`src/rtl/tmds_tx_gearbox.sv`:
```
// TMDS transmit gearbox: buffers NCH 10-bit words and emits 5-bit halves per rx0_pclkx2 cycle.
// Optional macro TMDS_PRBS_EN adds a prbs_en port and per-channel PRBS7 pattern on out_data.
module tmds_tx_gearbox #(
    parameter int unsigned NCH         = 3,
    parameter int unsigned DEPTH       = 8,
    parameter int unsigned START_LEVEL = 4,
    parameter logic [9:0]  IDLE_WORD   = 10'b1101010100
) (
    input  logic                      rx0_pclkx2,
    input  logic                      rx0_reset,
    input  logic                      enable,
    input  logic                      in_valid,
    input  logic [NCH*10-1:0]         in_data,
`ifdef TMDS_PRBS_EN
    input  logic                      prbs_en,
`endif
    output logic                      in_ready,
    output logic [NCH*5-1:0]          out_data,
    output logic [4:0]                clk_pattern,
    output logic                      phase,
    output logic [$clog2(DEPTH):0]    level,
    output logic [1:0]                state,
    output logic                      underflow,
    output logic                      overflow,
    input  logic                      clr_err
);
    localparam int unsigned AW = $clog2(DEPTH);
    localparam int unsigned LW = AW + 1;
    localparam int unsigned WW = NCH * 10;
    localparam int unsigned OW = NCH * 5;

    typedef enum logic [1:0] {
        ST_IDLE = 2'd0,
        ST_FILL = 2'd1,
        ST_RUN  = 2'd2
    } state_e;

    state_e          state_q, state_d;
    logic            phase_q;
    logic [AW-1:0]   wr_ptr_q, wr_ptr_d, rd_ptr_q, rd_ptr_d;
    logic [LW-1:0]   level_q, level_d;
    logic [WW-1:0]   mem_q [DEPTH];
    logic [WW-1:0]   hold_q, hold_d, sel_c;
    logic [OW-1:0]   out_q, out_d;
    logic [4:0]      clk_q, clk_d;
    logic            uf_q, uf_d, of_q, of_d;
    logic            push_c, pop_c, empty_c, start_c;

    assign empty_c  = (level_q == '0);
    assign start_c  = (level_q >= LW'(START_LEVEL));
    assign in_ready = enable && (level_q < LW'(DEPTH));
    assign push_c   = in_valid && in_ready;

    always_ff @(posedge rx0_pclkx2 or posedge rx0_reset) begin
        if (rx0_reset) state_q <= ST_IDLE;
        else           state_q <= state_d;
    end

    // FILL->RUN and RUN->FILL only happen on the pop edge; disable wins everywhere
    always_comb begin
        state_d = state_q;
        if (!enable) begin
            state_d = ST_IDLE;
        end else begin
            case (state_q)
                ST_IDLE: state_d = ST_FILL;
                ST_FILL: if (phase_q && start_c) state_d = ST_RUN;
                ST_RUN:  if (phase_q && empty_c) state_d = ST_FILL;
                default: state_d = ST_IDLE;
            endcase
        end
    end

`ifdef TMDS_PRBS_EN
    logic [6:0]    prbs_q [NCH];
    logic [6:0]    prbs_d [NCH];
    logic [OW-1:0] prbs_bits_c;

    // x^7+x^6+1, five steps per cycle, oldest generated bit lands in the LSB
    always_comb begin
        logic [6:0] s;
        s           = '0;
        prbs_bits_c = '0;
        prbs_d      = prbs_q;
        for (int k = 0; k < NCH; k++) begin
            s = prbs_q[k];
            for (int b = 0; b < 5; b++) begin
                s = {s[5:0], s[6] ^ s[5]};
                prbs_bits_c[5*k+b] = s[0];
            end
            if (prbs_en) prbs_d[k] = s;
        end
    end

    always_ff @(posedge rx0_pclkx2 or posedge rx0_reset) begin
        if (rx0_reset) begin
            for (int k = 0; k < NCH; k++) prbs_q[k] <= 7'h7F;
        end else begin
            prbs_q <= prbs_d;
        end
    end
`endif

    // Output process: word selection on the pop edge, half-word muxing, sticky errors
    always_comb begin
        pop_c = 1'b0;
        sel_c = {NCH{IDLE_WORD}};
        uf_d  = uf_q & ~clr_err;
        of_d  = (of_q & ~clr_err) | (in_valid & enable & ~in_ready);
        out_d = '0;
        if (enable && phase_q) begin
            case (state_q)
                ST_FILL: pop_c = start_c;
                ST_RUN: begin
                    pop_c = !empty_c;
                    if (empty_c) uf_d = 1'b1;
                end
                default: pop_c = 1'b0;
            endcase
        end
        if (pop_c) sel_c = mem_q[rd_ptr_q];
        hold_d = phase_q ? sel_c : hold_q;
        clk_d  = phase_q ? 5'b11111 : 5'b00000;
        for (int k = 0; k < NCH; k++) begin
            out_d[5*k +: 5] = phase_q ? sel_c[10*k +: 5] : hold_q[10*k+5 +: 5];
        end
`ifdef TMDS_PRBS_EN
        if (prbs_en) out_d = prbs_bits_c;
`endif
    end

    // Disable flushes the FIFO; pointers wrap modulo DEPTH
    always_comb begin
        wr_ptr_d = wr_ptr_q;
        rd_ptr_d = rd_ptr_q;
        level_d  = level_q;
        if (!enable) begin
            wr_ptr_d = '0;
            rd_ptr_d = '0;
            level_d  = '0;
        end else begin
            if (push_c) wr_ptr_d = wr_ptr_q + AW'(1);
            if (pop_c)  rd_ptr_d = rd_ptr_q + AW'(1);
            case ({push_c, pop_c})
                2'b10:   level_d = level_q + LW'(1);
                2'b01:   level_d = level_q - LW'(1);
                default: level_d = level_q;
            endcase
        end
    end

    always_ff @(posedge rx0_pclkx2 or posedge rx0_reset) begin
        if (rx0_reset) begin
            phase_q  <= 1'b0;
            wr_ptr_q <= '0;
            rd_ptr_q <= '0;
            level_q  <= '0;
            hold_q   <= {NCH{IDLE_WORD}};
            out_q    <= {NCH{IDLE_WORD[4:0]}};
            clk_q    <= 5'b11111;
            uf_q     <= 1'b0;
            of_q     <= 1'b0;
        end else begin
            phase_q  <= ~phase_q;
            wr_ptr_q <= wr_ptr_d;
            rd_ptr_q <= rd_ptr_d;
            level_q  <= level_d;
            hold_q   <= hold_d;
            out_q    <= out_d;
            clk_q    <= clk_d;
            uf_q     <= uf_d;
            of_q     <= of_d;
        end
    end

    always_ff @(posedge rx0_pclkx2) begin
        if (push_c) mem_q[wr_ptr_q] <= in_data;
    end

    assign out_data    = out_q;
    assign clk_pattern = clk_q;
    assign phase       = phase_q;
    assign level       = level_q;
    assign state       = state_q;
    assign underflow   = uf_q;
    assign overflow    = of_q;

endmodule

```
`config.mk`:
```
export PLATFORM = sky130hd
export DESIGN_NAME = tmds_tx_gearbox
export DESIGN_NICKNAME = d
export VERILOG_FILES = /design/src/rtl/tmds_tx_gearbox.sv
export SDC_FILE = /design/constraint.sdc
export NUM_CORES = 1
export LEC_CHECK = 0
export ABC_AREA = 1
export CAP_MARGIN = 20
export CORE_MARGIN = 1.5
export CORE_UTILIZATION = 30
export CTS_BUF_LIST = sky130_fd_sc_hd__clkbuf_4
export DETAILED_ROUTE_END_ITERATION = 16
export GPL_TIMING_DRIVEN = 0
export MAX_ROUTING_LAYER = met4
export PLACE_DENSITY = 0.5
export SLEW_MARGIN = 20
export SYNTH_ARGS = -nofsm -noshare
export SYNTH_HDL_FRONTEND = slang
export SYNTH_SLANG_ARGS = --single-unit
```
`constraint.sdc`:
```
create_clock -name rx0_pclkx2 -period 2.4 [get_ports rx0_pclkx2]
set_input_delay 0.48 -clock rx0_pclkx2 [delete_from_list [all_inputs] [get_ports rx0_pclkx2]]
set_output_delay 0.48 -clock rx0_pclkx2 [all_outputs]
set_load 0.02 [all_outputs]
```
After elaboration in Yosys (flattened, before gate mapping)
Memory sizes are Yosys's and may differ from the RTL's.
Index checks and enable logic that the tools add are counted.
{"block": "classes", "addsub": 4, "n_eq_ne": 9, "n_reduce_logical": 9, "mux": 22, "bitwise_logic": 8, "order_cmp": 2}
{"cell": "$mux 30", "n": 1}
{"cell": "$mux 5", "n": 4}
{"cell": "$mux 3", "n": 4}
{"cell": "$pmux 4 s2", "n": 1}
{"cell": "$add 3x1->3 const B", "n": 2}
{"cell": "$mux 1", "n": 6}
{"cell": "$mux 2", "n": 3}
{"cell": "$ne 3x3->1 const B", "n": 2}
{"cell": "$pmux 2 s3", "n": 1}
{"cell": "$logic_and 1x1->1", "n": 5}
{"cell": "$add 4x1->4 const B", "n": 1}
{"cell": "$and 1x1->1", "n": 4}
{"cell": "$eq 2x1->1 const B", "n": 2}
{"cell": "$eq 2x2->1 const B", "n": 2}
{"cell": "$ge 4x3->1 const B", "n": 1}
{"cell": "$logic_not 4->1", "n": 1}
{"cell": "$lt 4x4->1 const B", "n": 1}
{"cell": "$mux 4", "n": 1}
{"cell": "$ne 2x1->1 const B", "n": 2}
{"cell": "$sub 4x1->4 const B", "n": 1}
{"cell": "$ne 3x1->1 const B", "n": 1}
{"cell": "$not 1->1", "n": 3}
{"cell": "$logic_not 2->1", "n": 1}
{"cell": "$pmux 1 s2", "n": 1}
{"cell": "other kinds (3)", "n": 3}
{"block": "totals", "n_memories": 1, "elab_cells": 65, "in_bits": 35, "out_inout_bits": 30, "ff_bits": 65, "ramBits": 240}
{"memory": "mem_q", "depth": 8, "width": 30, "rd": 1, "rd_ports_with_merged_regs": 0, "write_ports": 1, "line": "42", "text": "logic [WW-1:0] mem_q [DEPTH];"}

Depth between registers and ports, before layout
{"block": "logic_depth", "depth_word": 7, "mapped_depth": 15, "mapped_depth_nobuf": 15}

Worst setup path before layout
Ideal clock, no wire load.
{"block": "synth_path", "path_type": "input to register", "start": "input enable", "end": "memory mem_q[0][0] (netlist name) (enable)", "arrival_ns": 2.433, "path_slack_ns": -0.450, "setup_ns": 0.417, "path_buffers": 1, "stages": 7, "cell_sequence": "buf_4 inv_2 nor2_4 nand2_4 inv_1 nand2_1 nor2_1"}
{"block": "synth_via", "elab_chain_len": 4}
{"item": "start, declared", "line": "11", "text": "input logic enable,"}
{"item": "$logic_and 1x1->1", "line": "51", "text": "assign in_ready = enable && (level_q < LW'(DEPTH));"}
{"item": "net in_ready", "line": "17", "text": "output logic in_ready,"}
{"item": "$logic_and 1x1->1", "line": "52", "text": "assign push_c = in_valid && in_ready;"}
{"item": "$mux 1", "line": "177", "text": "if (push_c) mem_q[wr_ptr_q] <= in_data;"}
{"item": "$mux 1 (not written as such)", "line": "177"}
{"item": "end, declared", "line": "42"}
The timed path passes the listed nets, and every way through them passes these cells.

Worst setup path after layout
{"block": "layout_path", "start": "register out_q[12] (netlist: out_data[12])", "end": "output out_data[12]"}
{"item": "start, declared", "line": "44", "text": "logic [OW-1:0] out_q, out_d;"}
{"item": "start signal, assigned", "line": "159", "text": "out_q <= {NCH{IDLE_WORD[4:0]}};"}
{"item": "start signal, assigned", "line": "169", "text": "out_q <= out_d;"}
{"item": "end, declared", "line": "18", "text": "output logic [NCH*5-1:0] out_data,"}
No word-level cell between the ends.

==> qor.txt <==
outcome -> finished clean
gr ovfl total -> 0
Die ar. -> 39600 um^2
final wirelength -> 30.3 mm
Post-Synthesis Cells -> 945
most frequent cells in the layout -> edfxtp_1, nand2_1, clkbuf_4
Die X -> 199 um
fin crit period -> 2.32 ns
synth warn -> 0
final instance area -> 14100 um^2
final setup fails -> 0
CTS Sinks -> 286
Max-slew headroom -> 0.513
Distinct cells, synth -> 36
Leakage -> 0.00536 uW
syn avg cell area -> 12.2 um^2
I/O pin total -> 65
vias -> 7640
slowest CP cell -> clkdlybuf4s50_1
IO Port Bufs -> 63
Min-Delay Path Class -> in2reg
Synth area leaders -> edfxtp_1, nand2_1, dfrtp_1
Layout Skew -> 0.0599 ns
htree depth -> 3
Least-Margin Pin Slew -> 0.730 ns
Cells after DPL -> 1527
Critical Path AT -> 1.84 ns
pre-CTS setup slack -> -0.292 ns
NumNets Final -> 1145
Setup crit start kind -> register
Buf+Inv Stages, Crit Path -> 1
critical path cell sequence -> clkdlybuf4s50_1
Initial DRC Count -> 538
RSZ-0062 raised after global routing -> false
Final TNS setup -> 0 ns
total CTS buffers -> 80
Fin. Hold Viols -> 0
CP required -> 1.92 ns
TritonCTS clock tree -> built
Multi-input gate area -> 2720 um^2
final worst-path setup slack -> 0.0804 ns
CTS Root Buffer Type -> clkbuf_4
Filler cells -> 3660
Post-Syn Area -> 11500 um^2
cell family with most CP delay -> buffers and inverters
core area -> 37800 um^2
Final ANT Viol Nets -> 0
Seq cells post-synth -> 286
maximum single-stage delay on the critical path -> 0.60 ns
Synth area leader -> edfxtp_1
CP Capture Type -> primary output
commonest non-fill, non-tap cell in the layout -> edfxtp_1
DP HPWL -> 19.4 mm
Worst Path Class, Setup -> reg2out
fmax -> 431 MHz
gpl congestion -> 0.783
area share of the largest cell type after synthesis -> 0.626
clk buf depth -> 3
routed len/inst -> 18.2 um
largest net degree at the start of global routing -> 47
met3 usage -> 0.0326
placed inst area -> 13100 um^2
Max-Cap Viols -> 0
Layout area overhead -> 22.4%
Die Ht -> 199 um
share of layout cells above drive strength 1 -> 0.195
antenna violations before repair -> 1
met2 GRT Util -> 0.251
later-pin clock latency in the skew report -> 0.72 ns
Final Cycle Share -> 0.966
met1 usage -> 0.217
vias in the first global route -> 7582
Syn Nets -> 986
PD cells -> 783 nW/um^2
Peak VDD IR -> 0.245 mV
Worst-path clk slew -> 0.06 ns
drt first pass iters -> 5
Initial Util -> 0.305
CTS Hold Bufs -> 0
global-route wire length before repair -> 45.9 mm
Remaining DRCs -> 0
count of non-filler cells in the finished layout -> 1670
Max Slew Vio Count -> 0
flip-flop and latch area -> 8380 um^2
register area share after synthesis -> 0.727
gr busiest metal -> met2
via/cell ratio -> 4.57
GRT Total Usage -> 0.165
worst-path fanout max -> 1
FP Rows -> 71
through the flow:
stage,util,total power [uW],hold WS [ns]
2_1_floorplan,-,6390,0.445
3_3_place_gp,0.339,6830,0.442
3_5_place_dp,0.346,6880,0.432
4_1_cts,0.371,11200,0.0368
5_1_grt,0.374,11600,0.0716
6_report,0.374,11000,0.0859
state kept, by name, summed over array words and instances, names as in the netlist:
name,flops
overflow,1
rd_ptr_q,3
underflow,1
wr_ptr_q,3
phase,1
hold_q,15
state,2
level,4
clk_pattern,1
out_data,15
mem_q,240
routing by layer:
metal | share of wire | up-vias
li1 | - | 3683
met1 | 0.46 | 3649
met2 | 0.46 | 265
met3 | 0.064 | 43
met4 | 0.019 | 0
met5 | 0 | -
synthesized netlist by cell type:
master,number
edfxtp_1,240
nand2_1,233
nand3_1,106
nor2_1,75
inv_1,33
a21oi_1,32
dfrtp_1,30
buf_2,27
o21ai_0,21
o21ai_1,17
dfstp_2,16
o31ai_1,16
nor3_1,15
o311ai_1,15
clkbuf_1,14
buf_4,7
buf_6,7
ha_1,6
nand2_2,6
buf_1,4
inv_2,4
inv_4,2
nand2_4,2
nand3_2,2
o22ai_1,2
xnor2_1,2
xor2_1,2
a21oi_2,1
a32o_1,1
nand3_4,1
nand3b_1,1
nand4_2,1
nor2_2,1
nor2_4,1
o211ai_1,1
o21ai_2,1
worst paths after layout:
path	start	end	cells after the start	slack, ns
setup / recovery	out_data[12]	out_data[12]	1	0.08
hold / removal	enable	level[2]	3	0.09
setup reg to reg	level[3]	mem_q[3][18]	6	0.16
hold reg to reg	phase	clk_pattern[3]	0	0.43
max in group asynchronous	rx0_reset	hold_q[9]	2	1.71
min in group asynchronous	rx0_reset	level[2]	2	0.20
timing repair:
| item | in CTS | in global routing |
|---|---|---|
| endpoints found under the setup margin | 7 | 37 |
| resized for setup | 7 | 2 |
| pin swaps | 0 | 4 |
| gates cloned | 0 | 0 |
| buffers inserted | 0 | 6 |
cell type report:
class                           instances  area share
Timing Repair Buffer                   77      0.0644
Buffer                                 59      0.0237
Inverter                               39      0.0109
Multi-Input combinational cell        561       0.193
Sequential cell                       286       0.594
Clock buffer                          114      0.0607
Tap cell                              511      0.0453
Clock inverter                         22     0.00807
Antenna cell                            1    0.000177
cell families after synthesis:
family | Yosys count | share of synthesized area
xor gates and xnor gates | 4 | 0.00304
DFF | 286 | 0.727
AOI/OAI and AO/OA | 107 | 0.0564
adders and majority gates | 6 | 0.00652
and+or+nand+nor | 444 | 0.165
buffers and inverters | 98 | 0.0421
power breakdown:
group | internal [uW] | leakage, uW | switching (uW) | total (uW)
clock | 2280 | 0.000592 | 1980 | 4260
combinational | 410 | 0.00205 | 718 | 1130
sequential | 5560 | 0.00272 | 84.7 | 5650
Note: power is estimated with default switching activity, not from simulation.
